--- src/rtl/synth_pkg.sv ---
// rtl/synth_pkg.sv - shared types and constants for the voice envelope path
package synth_pkg;

    localparam int         SAMPLE_W = 8;
    localparam logic [8:0] GAIN_MAX = 9'd256;

    typedef enum logic [2:0] {
        IDLE    = 3'd0,
        ATTACK  = 3'd1,
        HOLD    = 3'd2,
        DECAY   = 3'd3,
        RELEASE = 3'd4
    } env_state_t;

    // Gain arithmetic runs 10 bits wide; this folds a result back into 0..256.
    function automatic logic [8:0] clamp_gain(input logic [9:0] g);
        if (g > {1'b0, GAIN_MAX}) begin
            return GAIN_MAX;
        end
        return g[8:0];
    endfunction

endpackage

--- src/rtl/env_tick.sv ---
// rtl/env_tick.sv - free-running divider producing a one-cycle envelope tick
// Ports:
//   clk     - system clock
//   reset_n - asynchronous active-low reset
//   tick    - high for one clk when the counter sits at TICK_DIV-1
module env_tick #(
    parameter int TICK_DIV = 625000
) (
    input  logic clk,
    input  logic reset_n,
    output logic tick
);

    localparam int                CNT_W = $clog2(TICK_DIV);
    localparam logic [CNT_W-1:0] LAST  = CNT_W'(TICK_DIV - 1);

    logic [CNT_W-1:0] cnt;

    assign tick = (cnt == LAST);

    always_ff @(posedge clk or negedge reset_n) begin
        if (!reset_n) begin
            cnt <= '0;
        end else if (tick) begin
            cnt <= '0;
        end else begin
            cnt <= cnt + 1'b1;
        end
    end

endmodule

--- src/rtl/note_envelope.sv ---
// rtl/note_envelope.sv - per-voice attack/hold/decay/release gain and sample scaling
// Ports:
//   clk        - system clock
//   reset_n    - asynchronous active-low reset
//   key_on     - voice-active level, asynchronous to clk
//   sample_in  - unsigned voice sample
//   sample_out - sample_in scaled by gain, registered
//   gain       - current gain, 0..256 (256 = unity)
//   env_state  - current envelope state
//   active     - envelope is not IDLE
module note_envelope
    import synth_pkg::*;
#(
    parameter int TICK_DIV     = 625000,
    parameter int ATTACK_STEP  = 16,
    parameter int HOLD_TICKS   = 31,
    parameter int DECAY_STEP   = 2,
    parameter int RELEASE_STEP = 8
) (
    input  logic                clk,
    input  logic                reset_n,
    input  logic                key_on,
    input  logic [SAMPLE_W-1:0] sample_in,
    output logic [SAMPLE_W-1:0] sample_out,
    output logic [8:0]          gain,
    output env_state_t          env_state,
    output logic                active
);

    localparam int HOLD_W = (HOLD_TICKS < 1) ? 1 : $clog2(HOLD_TICKS + 1);

    logic              key_s1, key_s2, key_s3;
    logic              key_rise, key_fall;
    logic              tick;
    logic [HOLD_W-1:0] hold_cnt, hold_cnt_d;
    logic [8:0]        gain_d;
    env_state_t        state_d;
    logic [9:0]        gain_w;
    logic [16:0]       product;

    env_tick #(.TICK_DIV(TICK_DIV)) u_tick (
        .clk     (clk),
        .reset_n (reset_n),
        .tick    (tick)
    );

    // Two flops to resolve metastability, a third to find the edge.
    always_ff @(posedge clk or negedge reset_n) begin
        if (!reset_n) begin
            key_s1 <= 1'b0;
            key_s2 <= 1'b0;
            key_s3 <= 1'b0;
        end else begin
            key_s1 <= key_on;
            key_s2 <= key_s1;
            key_s3 <= key_s2;
        end
    end

    assign key_rise = key_s2 & ~key_s3;
    assign key_fall = ~key_s2 & key_s3;
    assign gain_w   = {1'b0, gain};
    assign active   = (env_state != IDLE);

    always_ff @(posedge clk or negedge reset_n) begin
        if (!reset_n) begin
            env_state <= IDLE;
            gain      <= '0;
            hold_cnt  <= '0;
        end else begin
            env_state <= state_d;
            gain      <= gain_d;
            hold_cnt  <= hold_cnt_d;
        end
    end

    // Key events win over tick; a retrigger keeps the present gain so the
    // attack ramp starts where the previous envelope left off.
    always_comb begin
        state_d    = env_state;
        gain_d     = gain;
        hold_cnt_d = hold_cnt;
        case (env_state)
            IDLE: begin
                if (key_rise) state_d = ATTACK;
            end
            ATTACK: begin
                if (key_fall) begin
                    state_d = RELEASE;
                end else if (tick && !key_rise) begin
                    gain_d = clamp_gain(gain_w + 10'(ATTACK_STEP));
                    if (gain_d == GAIN_MAX) begin
                        state_d    = HOLD;
                        hold_cnt_d = HOLD_W'(HOLD_TICKS);
                    end
                end
            end
            HOLD: begin
                if (key_fall) begin
                    state_d = RELEASE;
                end else if (tick && !key_rise) begin
                    if (hold_cnt == '0) state_d = DECAY;
                    else                hold_cnt_d = hold_cnt - 1'b1;
                end
            end
            DECAY: begin
                if (key_fall) begin
                    state_d = RELEASE;
                end else if (key_rise) begin
                    state_d = ATTACK;
                end else if (tick) begin
                    gain_d = (gain_w <= 10'(DECAY_STEP)) ? 9'd0
                           : clamp_gain(gain_w - 10'(DECAY_STEP));
                    if (gain_d == 9'd0) state_d = IDLE;
                end
            end
            RELEASE: begin
                if (key_rise) begin
                    state_d = ATTACK;
                end else if (tick && !key_fall) begin
                    gain_d = (gain_w <= 10'(RELEASE_STEP)) ? 9'd0
                           : clamp_gain(gain_w - 10'(RELEASE_STEP));
                    if (gain_d == 9'd0) state_d = IDLE;
                end
            end
            default: begin
                state_d = IDLE;
                gain_d  = '0;
            end
        endcase
    end

    // Unity gain is 256, so the scaled sample is the product shifted by 8.
    assign product = 17'(sample_in) * 17'(gain);

    always_ff @(posedge clk or negedge reset_n) begin
        if (!reset_n) begin
            sample_out <= '0;
        end else begin
            sample_out <= 8'(product >> 8);
        end
    end

endmodule

--- config.mk ---
export PLATFORM = sky130hd
export DESIGN_NAME = note_envelope
export DESIGN_NICKNAME = d
export VERILOG_FILES = /design/src/rtl/synth_pkg.sv /design/src/rtl/env_tick.sv /design/src/rtl/note_envelope.sv
export SDC_FILE = /design/constraint.sdc
export NUM_CORES = 1
export LEC_CHECK = 0
export CORE_MARGIN = 3
export CORE_UTILIZATION = 45
export CTS_CLUSTER_DIAMETER = 150
export CTS_CLUSTER_SIZE = 8
export DETAILED_ROUTE_END_ITERATION = 10
export SYNTH_ARGS = -nofsm -noshare
export SYNTH_HDL_FRONTEND = slang
export SYNTH_SLANG_ARGS = --single-unit
--- constraint.sdc ---
create_clock -name clk -period 8.4 [get_ports clk]
set_input_delay 1.26 -clock clk [delete_from_list [all_inputs] [get_ports clk]]
set_output_delay 1.26 -clock clk [all_outputs]
set_load 0.05 [all_outputs]
After elaboration in Yosys (flattened, before gate mapping) --
Index checks and enable logic that the tools add are counted.
Cells by class: muxes and demuxes 62, reduce and logical (&&, ||, !) cells 14, order comparisons 5, eq/ne operators 26, $add $sub $neg 5, bitwise operators 5, $mul 1
Operator list (count):
- $mux W9 | 25
- $mux W3 | 14
- $pmux W9 S4 | 1
- $gt A10 B9 Y1 const B | 3
- $mux W5 | 6
- $ne A2 B2 Y1 const B | 12
- $add A20 B1 Y20 const B | 1
- $eq A20 B20 Y1 const B | 1
- $mux W20 | 1
- $logic_not A9 Y1 | 2
- $ne A3 B3 Y1 const B | 6
- $mul A8 B9 Y16 | 1
- $pmux W3 S5 | 1
- $mux W1 | 13
- $add A9 B5 Y10 const B | 1
- $pmux W5 S2 | 1
- $sub A9 B2 Y10 const B | 1
- $sub A9 B4 Y10 const B | 1
- $eq A9 B9 Y1 const B | 1
- $le A9 B2 Y1 const B | 1
- $le A9 B4 Y1 const B | 1
- $reduce_and A9 Y1 | 1
- $ne A4 B4 Y1 const B | 2
- $reduce_and A8 Y1 | 1
- 14 further kinds | 20
Word-level totals: input port bits 11, bits in registers 48, word-level logic and storage cells 126

Longest topological paths before layout --
depth after elaboration 19, mapped depth 19, mapped depth without buffers 17

Hierarchy --
A second synthesis with hierarchy kept.
Unflattened totals: cell total of the unflattened synthesis 585, area, all modules 5187.5 um2
By module, submodules not included:
- note_envelope | seq. area each 700.7 um2, area an instance 4214.0 um2, cells an instance 493, times used 1
- env_tick | seq. area each 500.5 um2, area an instance 973.4 um2, cells an instance 92, times used 1

Worst setup path before layout --
OpenSTA, ideal clock, no wires.
path type input to register, start in sample_in[4], end reg sample_out[7], required time 8.320 ns, slack 3.160 ns, stages on the path 16, arrival 5.160 ns, library setup time 0.080 ns, path buffers 0, cells stage by stage and2_1 > fa_1 > inv_1 > fa_1 > inv_1 > fa_1 > inv_1 > fa_1 > inv_1 > ha_1 > a2111o_1 > a41oi_1 > o31a_1 > o21ai_1 > o41ai_1 > xnor2_1
Between the ends: word-level cells in the longest chain between the ends 1
Ends and longest elaborated chain:
- from (decl) | RTL line note_envelope.sv:23 | input logic [SAMPLE_W-1:0] sample_in,
- $mul A8 B9 Y16 | RTL line note_envelope.sv:134 | assign product = 17'(sample_in) * 17'(gain);
- via product[15] | RTL line note_envelope.sv:39 | logic [16:0] product;
- to (signal assigned) | RTL line note_envelope.sv:140 | sample_out <= 8'(product >> 8);
- to (decl) | RTL line note_envelope.sv:24 | output logic [SAMPLE_W-1:0] sample_out,
The timed path passes the listed nets, and every way through them passes these cells. A chain may end at the register's enable or synchronous reset.

Final worst setup path --
start in sample_in[3], end reg sample_out[7]
The elaborated chain is that of the path after synthesis.

==> summary.md <==
The run finished with clean final reports. The largest fanout on the critical path was 9. The placed instances occupy a cell area of 0.00568 mm2.

The logs give 0.0115 mm2 for the core region area and 0 for the post-detailed-route count of antenna-violating nets. Setup violations remaining at the end of the flow were counted as 0. The tools report the critical path capture point type as a flip-flop. Total inserted antenna cells: 0. For this design the ratio of total power to cell area is 113 mW/mm2. The synthesized design contains 0 enable-type register cells. Across every metal layer, demand over resource in global routing totals 20.5%. The total nets after synthesis is 695. Headroom to the max-slew limit came out at 43.6%. On the final layout, the worst hold slack is 0.352 ns.

Number of antenna violations at the first check in global routing: 0. The post-synthesis cell type with the largest combined area is sky130_fd_sc_hd__dfrtp_1. Count of buffers inserted at the top-level ports: 31. The number of placed I/O pins was 32. The full die area was 0.0131 mm2; the flip-flop and latch count after synthesis was 48. Based on the critical path, the design can be clocked at up to 172 MHz.

In the synthesized netlist the async set-or-reset flop fraction comes to 100%. For the worst-skew pair, the clock arrives at the later sink with an insertion delay of 0.29 ns. Summing every instance area after synthesis gives 0.00531 mm2. The number of global-route vias before repair was 4391; the post-layout instance area was 0.00583 mm2. Once the floorplan was initialized, standard cells occupied 46.3% of the core.

Entering global routing, the biggest net connects 49 pins. For the total wire length, the log shows 12.4 mm. The fraction of post-synthesis cell area in the top cell type by area came out at 22.6%.

The shortest clock period the worst path allows after layout was 5.80 ns; the peak ir drop on the vdd network was 0.000113 V. Sequential-to-total area share from yosys stat: 22.6%. The final clock period utilization by the worst path was 69.1%; the slew at the pin with the worst max-slew slack was 0.842 ns. Excluding fillers, the count of instances in the completed layout stands at 759. The number of vias per cell after detailed routing came out at 5.63. In this run, post-CTS repair resized a total of 0 instances.

Distinct cell type count after synthesis: 83. Setup repair after global routing left no endpoint under its margin. The fraction of layout instances using a drive strength above 1 was 5.19%; the DRC marker count from the first detailed-route iteration was 259. The mean area per synthesized cell works out to 8.92 um2. The placed wire-length estimate after detailed placement was 9.37 mm.

The run gives 21.8 mm as the global-route wire length before repair. Path class of the lowest-slack min-delay path: flip-flop to flip-flop. TritonCTS built the clock tree.

The number of clock buffers added by TritonCTS is 5. The required time of the worst setup path is 8.60 ns. The clock passes through at most 2 buffers. For this block, wires on met1 add up to 5.83 mm. The kind of critical path was input pin to flip-flop. For the synthesized netlist cell count, the log shows 595.

Data on the critical path arrives at its endpoint at 6.01 ns. The critical path starts at sample_in[3]. The number of sinks on the clock net is 48, and the clock skew after layout is 0.00670 ns. Counting tap cells, the placed design contains a total of 752 instances. The total length of routed met2 wires was 5.69 mm. The startpoint identified for the worst register-to-register timing path is gain[3]. After clock tree synthesis, the clock-pin slew on the worst setup and hold paths is 0.06 ns. The worst setup path is launched from an input pin. The leakage power figure came out at 2.72 nW. For this run, the leading register cell type out of synthesis is sky130_fd_sc_hd__dfrtp_1. The H-tree was split into 2 levels. For this run, the detailed router's first-pass iteration total came to 4. The count of hold buffers inserted by post-cts repair was 0; the total negative setup slack was 0 ns. The number of setup buffers added after CTS is 0. In this run the core area contains 39 standard-cell rows. The final number of hold-violating endpoints is 0. The root buffer cell chosen for the clock tree is sky130_fd_sc_hd__clkbuf_16. In this run the horizontal extent of the chip is 115 um.

The routed length on met3 is 611 um, and the number of max-slew violations in the final report is 0. The floorplan step set the die height to 115 um. Global routing finished with a remaining overflow of 0. For this run, the post-layout net count is 716. The average wire length per cell after detail routing came out at 16.4 um. By area the synthesized netlist is led by sky130_fd_sc_hd__dfrtp_1 (23%), sky130_fd_sc_hd__fa_1 (15%), sky130_fd_sc_hd__ha_1 (12%). In the routed design, unresolved DRC markers number 0.

During synthesis, Yosys emitted a total of 0 warnings. Max-cap violations in this run came to 0. For the total number of vias, the log shows 4274. The area growth from synthesis to layout is 9.92%. The startpoint identified for the worst hold timing path is key_s1. After detailed routing, no signal wire sits above met4. At the end of routability-driven placement, the weighted congestion stood at 0.912.
## cell families after synthesis
kind of cell	share of synthesized area [%]
AOI/OAI and AO/OA	13.1
buffers and inverters	8.58
muxes	0.424
DFF	22.6
xor gates and xnor gates	5.09
and+or+nand+nor	23.6
adders and majority gates	26.6
## layout make-up
type	count	area (um2)
clock buffer	7	153
fill	1075	5630
timing repair buffer	36	343
multi-input combinational	443	3650
sequential	48	1200
inverter	82	308
tap	143	179
## synthesized netlist by cell type (6+ instances only)
cell and n:
sky130_fd_sc_hd__nand2_1 48, sky130_fd_sc_hd__inv_1 80, sky130_fd_sc_hd__nor2_1 39, sky130_fd_sc_hd__and2_1 48, sky130_fd_sc_hd__a21oi_1 14, sky130_fd_sc_hd__clkbuf_1 12
sky130_fd_sc_hd__nor3_1 19, sky130_fd_sc_hd__o21a_1 8, sky130_fd_sc_hd__ha_1 49, sky130_fd_sc_hd__dfrtp_1 48, sky130_fd_sc_hd__nor4b_1 6, sky130_fd_sc_hd__nor4_1 7
sky130_fd_sc_hd__nor2b_1 6, sky130_fd_sc_hd__xnor2_1 17, sky130_fd_sc_hd__o21ai_1 8, sky130_fd_sc_hd__xor2_1 12, sky130_fd_sc_hd__fa_1 40, sky130_fd_sc_hd__nand3_1 22
sky130_fd_sc_hd__and3_1 6
## path summary, 6_finish.rpt
check	to	slack [ns]	cells after the start
setup reg to reg	sample_out[7]	3.39	16
min in group asynchronous	gain[5]	1.04	2
max in group asynchronous	u_tick.cnt[18]	6.90	2
hold / removal	key_s2	0.35	0
setup / recovery	sample_out[7]	2.60	17
hold reg to reg	key_s2	0.35	0
## power by group
part,internal [W],switching (W)
clock,0.000125,0.0000837
sequential,0.000239,0.0000237
combinational,0.0000681,0.000119
## registers in the layout, indices dropped and copies added, names as in the netlist
register	flops
hold_cnt	5
sample_out	8
env_state	3
key_s2	1
key_s1	1
u_tick.cnt	20
gain	9
key_s3	1
## per-stage QoR
stage	setup WS, ns	power [W]	utilization, %
global route	2.31	0.000695	50.9
floorplan	3.16	0.000401	-
global placement	2.38	0.000451	49.5
CTS	2.56	0.000665	50.9
finish	2.60	0.000658	50.9
detailed placement	2.26	0.000452	49.5
## layout by cell type, fill, tap and decap left out, drive strengths merged, types with 7 or more instances in the layout
| master | count |
|---|---|
| a21oi | 15 |
| and2 | 49 |
| clkbuf | 7 |
| clkdlybuf4s50 | 30 |
| dfrtp | 48 |
| fa | 40 |
| ha | 49 |
| inv | 82 |
| nand2 | 48 |
| nand3 | 22 |
| nor2 | 40 |
| nor2b | 7 |
| nor3 | 20 |
| nor4 | 8 |
| o21a | 8 |
| o21ai | 12 |
| xnor2 | 17 |
| xor2 | 13 |
## per-layer routing
metal	GRT usage, %	vias to the layer above
li1	-	2052
met1	28.9	2099
met2	32.8	103
met3	2.43	20
met4	7.13	0
met5	0	-
## worst max-delay path, stage by stage
cell and delay, ns:
sky130_fd_sc_hd__clkdlybuf4s50_1 0.57, sky130_fd_sc_hd__and2_1 0.26, sky130_fd_sc_hd__fa_1 0.49, sky130_fd_sc_hd__inv_1 0.05, sky130_fd_sc_hd__fa_1 0.47, sky130_fd_sc_hd__inv_1 0.05, sky130_fd_sc_hd__fa_1 0.53, sky130_fd_sc_hd__inv_1 0.05
sky130_fd_sc_hd__fa_1 0.52, sky130_fd_sc_hd__inv_1 0.04, sky130_fd_sc_hd__ha_1 0.20, sky130_fd_sc_hd__a2111o_1 0.38, sky130_fd_sc_hd__a41oi_1 0.23, sky130_fd_sc_hd__o31a_1 0.24, sky130_fd_sc_hd__o21ai_1 0.14, sky130_fd_sc_hd__o41ai_1 0.32
sky130_fd_sc_hd__xnor2_1 0.18
No activity file was read; power rests on OpenSTA's default activity.
